**src/rtl/ordenador_seq.sv**
```systemverilog
// ordenador_seq: accepts three values serially, sorts them, and emits them
// serially. The default order is descending (largest first). If the macro
// ORDENADOR_SEQ_ASCEND_EN is defined, the order is ascending instead and the
// timing stays the same.
//
// Handshake rule for both ports: a beat transfers only on a rising clk edge
// where valid and ready are both high. The producer may hold valid high for
// any length of time. in_ready is high only in LOAD, so in_valid has no
// effect in the other states.
//
// Sequence: LOAD (3 input beats) -> SORT (3 cycles) -> EMIT (3 output beats).
// r_cnt has three uses: it is the write index in LOAD, the pass index in
// SORT, and the read index in EMIT.
module ordenador_seq #(
  parameter int WIDTH = 4
) (
  input  logic             clk,
  input  logic             rst_n,
  input  logic             in_valid,
  output logic             in_ready,
  input  logic [WIDTH-1:0] in_data,
  output logic             out_valid,
  input  logic             out_ready,
  output logic [WIDTH-1:0] out_data,
  output logic             out_last,
  output logic [1:0]       o_dbg_state
);

  typedef enum logic [1:0] {
    LOAD = 2'd0,
    SORT = 2'd1,
    EMIT = 2'd2
  } state_t;

  state_t           r_state;
  state_t           w_state_nxt;
  logic [1:0]       r_cnt;
  logic [1:0]       w_cnt_nxt;
  logic [WIDTH-1:0] r_val0;
  logic [WIDTH-1:0] r_val1;
  logic [WIDTH-1:0] r_val2;
  logic [WIDTH-1:0] w_lo;
  logic [WIDTH-1:0] w_hi;
  logic             w_swap;
  logic             w_mid_pair;

  assign o_dbg_state = r_state;

  // Pass 1 compares (r1,r2). Passes 0 and 2 compare (r0,r1).
  assign w_mid_pair = (r_cnt == 2'd1);
  assign w_lo       = w_mid_pair ? r_val1 : r_val0;
  assign w_hi       = w_mid_pair ? r_val2 : r_val1;

  // Swap only when the strict order test fails, so equal values stay in place.
`ifdef ORDENADOR_SEQ_ASCEND_EN
  assign w_swap = (w_lo > w_hi);
`else
  assign w_swap = (w_lo < w_hi);
`endif

  // State and counter register.
  always_ff @(posedge clk) begin
    if (!rst_n) begin
      r_state <= LOAD;
      r_cnt   <= 2'd0;
    end else begin
      r_state <= w_state_nxt;
      r_cnt   <= w_cnt_nxt;
    end
  end

  // Next-state, counter and handshake outputs.
  always_comb begin
    w_state_nxt = r_state;
    w_cnt_nxt   = r_cnt;
    in_ready    = 1'b0;
    out_valid   = 1'b0;
    out_last    = 1'b0;
    out_data    = '0;
    case (r_state)
      LOAD: begin
        in_ready = 1'b1;
        if (in_valid) begin
          if (r_cnt == 2'd2) begin
            w_cnt_nxt   = 2'd0;
            w_state_nxt = SORT;
          end else begin
            w_cnt_nxt = r_cnt + 2'd1;
          end
        end
      end
      SORT: begin
        if (r_cnt == 2'd2) begin
          w_cnt_nxt   = 2'd0;
          w_state_nxt = EMIT;
        end else begin
          w_cnt_nxt = r_cnt + 2'd1;
        end
      end
      EMIT: begin
        out_valid = 1'b1;
        out_last  = (r_cnt == 2'd2);
        case (r_cnt)
          2'd0:    out_data = r_val0;
          2'd1:    out_data = r_val1;
          default: out_data = r_val2;
        endcase
        if (out_ready) begin
          if (r_cnt == 2'd2) begin
            w_cnt_nxt   = 2'd0;
            w_state_nxt = LOAD;
          end else begin
            w_cnt_nxt = r_cnt + 2'd1;
          end
        end
      end
      default: begin
        w_state_nxt = LOAD;
        w_cnt_nxt   = 2'd0;
      end
    endcase
  end

  // Value registers: loaded in LOAD, then compare-exchanged once per SORT cycle.
  always_ff @(posedge clk) begin
    if (!rst_n) begin
      r_val0 <= '0;
      r_val1 <= '0;
      r_val2 <= '0;
    end else begin
      case (r_state)
        LOAD: begin
          if (in_valid) begin
            case (r_cnt)
              2'd0:    r_val0 <= in_data;
              2'd1:    r_val1 <= in_data;
              default: r_val2 <= in_data;
            endcase
          end
        end
        SORT: begin
          if (w_swap) begin
            if (w_mid_pair) begin
              r_val1 <= r_val2;
              r_val2 <= r_val1;
            end else begin
              r_val0 <= r_val1;
              r_val1 <= r_val0;
            end
          end
        end
        default: begin
        end
      endcase
    end
  end

endmodule

```
**config.mk**
```make
export PLATFORM = sky130hd
export DESIGN_NAME = ordenador_seq
export DESIGN_NICKNAME = d
export VERILOG_FILES = /design/src/rtl/ordenador_seq.sv
export SDC_FILE = /design/constraint.sdc
export NUM_CORES = 1
export LEC_CHECK = 0
export ABC_AREA = 1
export BUFFER_PORTS_ARGS = -buffer_cell sky130_fd_sc_hd__buf_2
export CAP_MARGIN = 20
export CORE_UTILIZATION = 52
export DETAILED_ROUTE_END_ITERATION = 8
export HOLD_SLACK_MARGIN = 0.1
export MAX_ROUTING_LAYER = met4
export PLACE_DENSITY = 0.79
export SLEW_MARGIN = 10
export SYNTH_ARGS = -nofsm -noshare
export SYNTH_HDL_FRONTEND = slang
export SYNTH_SLANG_ARGS = --single-unit
export TNS_END_PERCENT = 1
```
**constraint.sdc**
```tcl
create_clock -name clk -period 4.4 [get_ports clk]
set_input_delay 0.88 -clock clk [delete_from_list [all_inputs] [get_ports clk]]
set_output_delay 0.88 -clock clk [all_outputs]
set_load 0.05 [all_outputs]
```
==> summary.txt <==
Status -> complete, no violations
Min-delay src -> r_cnt[0]$_SDFFE_PN0P_
Max_slew headroom -> 0.602
Req. time, crit path -> 3.52 ns
Crit-path cells -> inv_1 > nor2_1 > o21ai_0 > a211oi_1 > buf_2
IO Port Bufs -> 16
WL final -> 3.04 mm
Antenna diodes -> 0
Vias -> 1267
Residual DRC count -> 0
Critical Setup Path Class -> flip-flop to output port
R2R depth -> 15
CP max stage delay -> 0.53 ns
Initial Util -> 0.578
Synth Area per Inst -> 6.28 µm²
Pwr Density -> 429 mW/mm²
Slowest-stage cell, CP -> dfxtp_1
Dominant cells by area after synthesis -> dfxtp_1 27%, inv_1 13%, nand2_1 13%
Chip width -> 49.6 µm
Top layer in use -> met4
Yosys cell types -> 27
Initial DRT Pass Iterations -> 6
Routed length on met1 -> 1.33 mm
Worst endpoint data arrival time -> 1.91 ns
Number of clock buffers inserted by TritonCTS -> 3
Worst setup path end -> out_data[3]
Stages on the worst setup path -> 5
Clk root buf -> clkbuf_4
Max Clock Skew -> 0.00607 ns
Top Ports -> 17
CTS clk-pin slew, worst paths -> 0.10 ns
Crit path from -> o_dbg_state[1]$_SDFFE_PN0P_
Syn Std Cell Area -> 0.00118 mm²
RR Endpoint -> r_val1[1]$_SDFFE_PN0P_
Setup slack, reg-to-reg -> 1.87 ns
CTS sink cnt -> 16
Seq/Total Area, Yosys -> 0.271
Final Critical Period -> 2.79 ns
Die Area -> 0.00246 mm²
Peak supply drop -> 0.246 mV
Post-synth ARST share -> 0
Crit path capture type -> output port
Final Power -> 0.000549 W
CTS tree -> built
Final setup violation count -> 0
Initial antenna violation count -> 0
Worst-path fanout max -> 7
Layout cells sized above 1 -> 0.144
CTS H-tree lvls -> 1
Routed Antenna Nets -> 0
Fin crit share -> 0.634
Clk buf depth -> 2
First-pass GRT wire length -> 5.04 mm
Synth Warn # -> 0
Initial DRC Count -> 48
Top cell type's share of synthesized area -> 0.271
Top delay family on crit path -> flip-flops
Routability congestion estimate -> 1.01
Pins Over Slew Limit -> 0
Fillcell total -> 196
Postcts setup bufs -> 0
Worst-margin pin slew -> 0.597 ns
Seq. cell area -> 320 µm²
Leak pwr -> 0.656 nW
Post-synth EDFFs -> 0
Number of global-route vias before repair -> 1096
WL met3 -> 296 µm
Mapped Cells -> 188
Final setup TNS -> 0 ns
Die H -> 49.6 µm
Synth Register Bits -> 16
Num rows -> 16
Highest achievable clock rate -> 0.359 GHz
Area of the multi-input gates -> 666 µm²
Primary FF master, synth -> dfxtp_1
Post-CTS sizing -> 0
Layout area overhead -> 8.48%
Syn_nets -> 199
Met2 wire length -> 1.35 mm
Startpoint types -> flip-flop
Via density -> 5.53
Hold Buf Count CTS -> 0
Drt wl/cell -> 13.3 µm
GR Util All Layers -> 0.277
Nets -> 215
RSZ-0062 raised after global routing -> no
Max_cap viols -> 0
Hpwl dp -> 2.33 mm
Core ar. -> 0.00204 mm²
Worst path bufs/invs -> 2
Global route overflow -> 0
Hold Fails Final Rpt -> 0
Pin count of the biggest net entering global routing -> 17
R2r startpoint -> r_cnt[1]$_SDFFE_PN0P_
Worst hold path class -> flip-flop to flip-flop
Largest area contributor in the netlist -> dfxtp_1
Clk_lat worst skew -> 0.29 ns
sequential cells by signal (all words and copies together), names as in the netlist:
register / cells
r_val0: 4
r_val1: 4
r_val2: 4
o_dbg_state: 2
r_cnt: 2
worst min-delay path, cell delays in order, from the launching register on:
cell	delay, ns
dfxtp_1	0.35
inv_1	0.08
a211oi_1	0.06
metrics by stage:
stage | hold WS [ns] | utilization | setup WS [ns] | cells | area [µm²]
after floorplan | 0.475 | - | 0.364 | 188 | 1180
after global placement | 0.504 | 0.616 | 1.99 | 226 | 1260
after detailed placement | 0.511 | 0.616 | 1.95 | 226 | 1260
after CTS | 0.525 | 0.627 | 1.61 | 229 | 1280
after global routing | 0.566 | 0.627 | 1.43 | 229 | 1280
final | 0.523 | 0.627 | 1.61 | 229 | 1280
layout make-up:
cell class / instances / area share
inverter: 42 / 0.123
sequential: 16 / 0.250
timing repair buffer: 16 / 0.0626
tap: 27 / 0.0264
multi-input combinational: 125 / 0.520
clock buffer: 3 / 0.0176
cell usage after synthesis, types with 2 or more instances:
| master | n |
|---|---|
| inv_1 | 40 |
| nand2_1 | 40 |
| nor2_1 | 23 |
| dfxtp_1 | 16 |
| a21oi_1 | 13 |
| nand4_1 | 13 |
| o21ai_0 | 9 |
| a211oi_1 | 5 |
| o21bai_1 | 4 |
| ha_1 | 3 |
| buf_2 | 2 |
| buf_6 | 2 |
| inv_2 | 2 |
| nand3_1 | 2 |
| nand3_2 | 2 |
routing by layer:
| metal | vias to the layer above | GRT usage |
|---|---|---|
| met5 | - | - |
| met4 | 0 | 0.0952 |
| met3 | 12 | 0.0617 |
| met2 | 59 | 0.419 |
| met1 | 560 | 0.362 |
| li1 | 636 | - |
cells by family after synthesis:
logic type,after synthesis,synth area share
adder cells (fa/ha/maj),3,0.0318
flip-flops,16,0.271
AO/OA/AOI/OAI,37,0.208
AND/OR/NAND/NOR,85,0.324
buffers and inverters,47,0.164
power by group:
part | switching [W] | internal, W | total, W
Clock | 0.0000490 | 0.0000319 | 0.0000808
Sequential | 0.0000204 | 0.000170 | 0.000191
Combinational | 0.000192 | 0.0000851 | 0.000277
Total | 0.000262 | 0.000287 | 0.000549
worst min-delay path by stage:
stage                                 end  slack, ns  cells past startpoint
CTS                 r_cnt[0]$_SDFFE_PN0P_       0.53                      2
detailed placement  r_cnt[0]$_SDFFE_PN0P_       0.51                      2
floorplan           r_cnt[0]$_SDFFE_PN0P_       0.48                      2
global route        r_cnt[0]$_SDFFE_PN0P_       0.57                      2
finish              r_cnt[0]$_SDFFE_PN0P_       0.52                      2
global placement    r_cnt[0]$_SDFFE_PN0P_       0.50                      2
placed cells by master (no fill, tap or decap):
master | synthesis | layout
nand2_2 | 1 | 1
a21oi_4 | 1 | 1
nand4_1 | 13 | 13
buf_2 | 2 | 16
a211oi_1 | 5 | 5
nand3_1 | 2 | 2
o31ai_4 | 1 | 1
dfxtp_1 | 16 | 16
nor3_1 | 1 | 1
nor2_4 | 1 | 1
o22ai_1 | 1 | 1
o21bai_1 | 4 | 4
nor2_2 | 1 | 1
or2_1 | 1 | 1
inv_1 | 40 | 40
ha_1 | 3 | 3
a31oi_1 | 1 | 1
o21ai_0 | 9 | 9
o21ai_2 | 1 | 1
a21oi_1 | 13 | 13
nand3_2 | 2 | 2
a221oi_1 | 1 | 1
nand2_1 | 40 | 40
inv_2 | 2 | 2
clkbuf_4 | 0 | 3
nor2_1 | 23 | 23
Power figures use the tool's default switching activity.
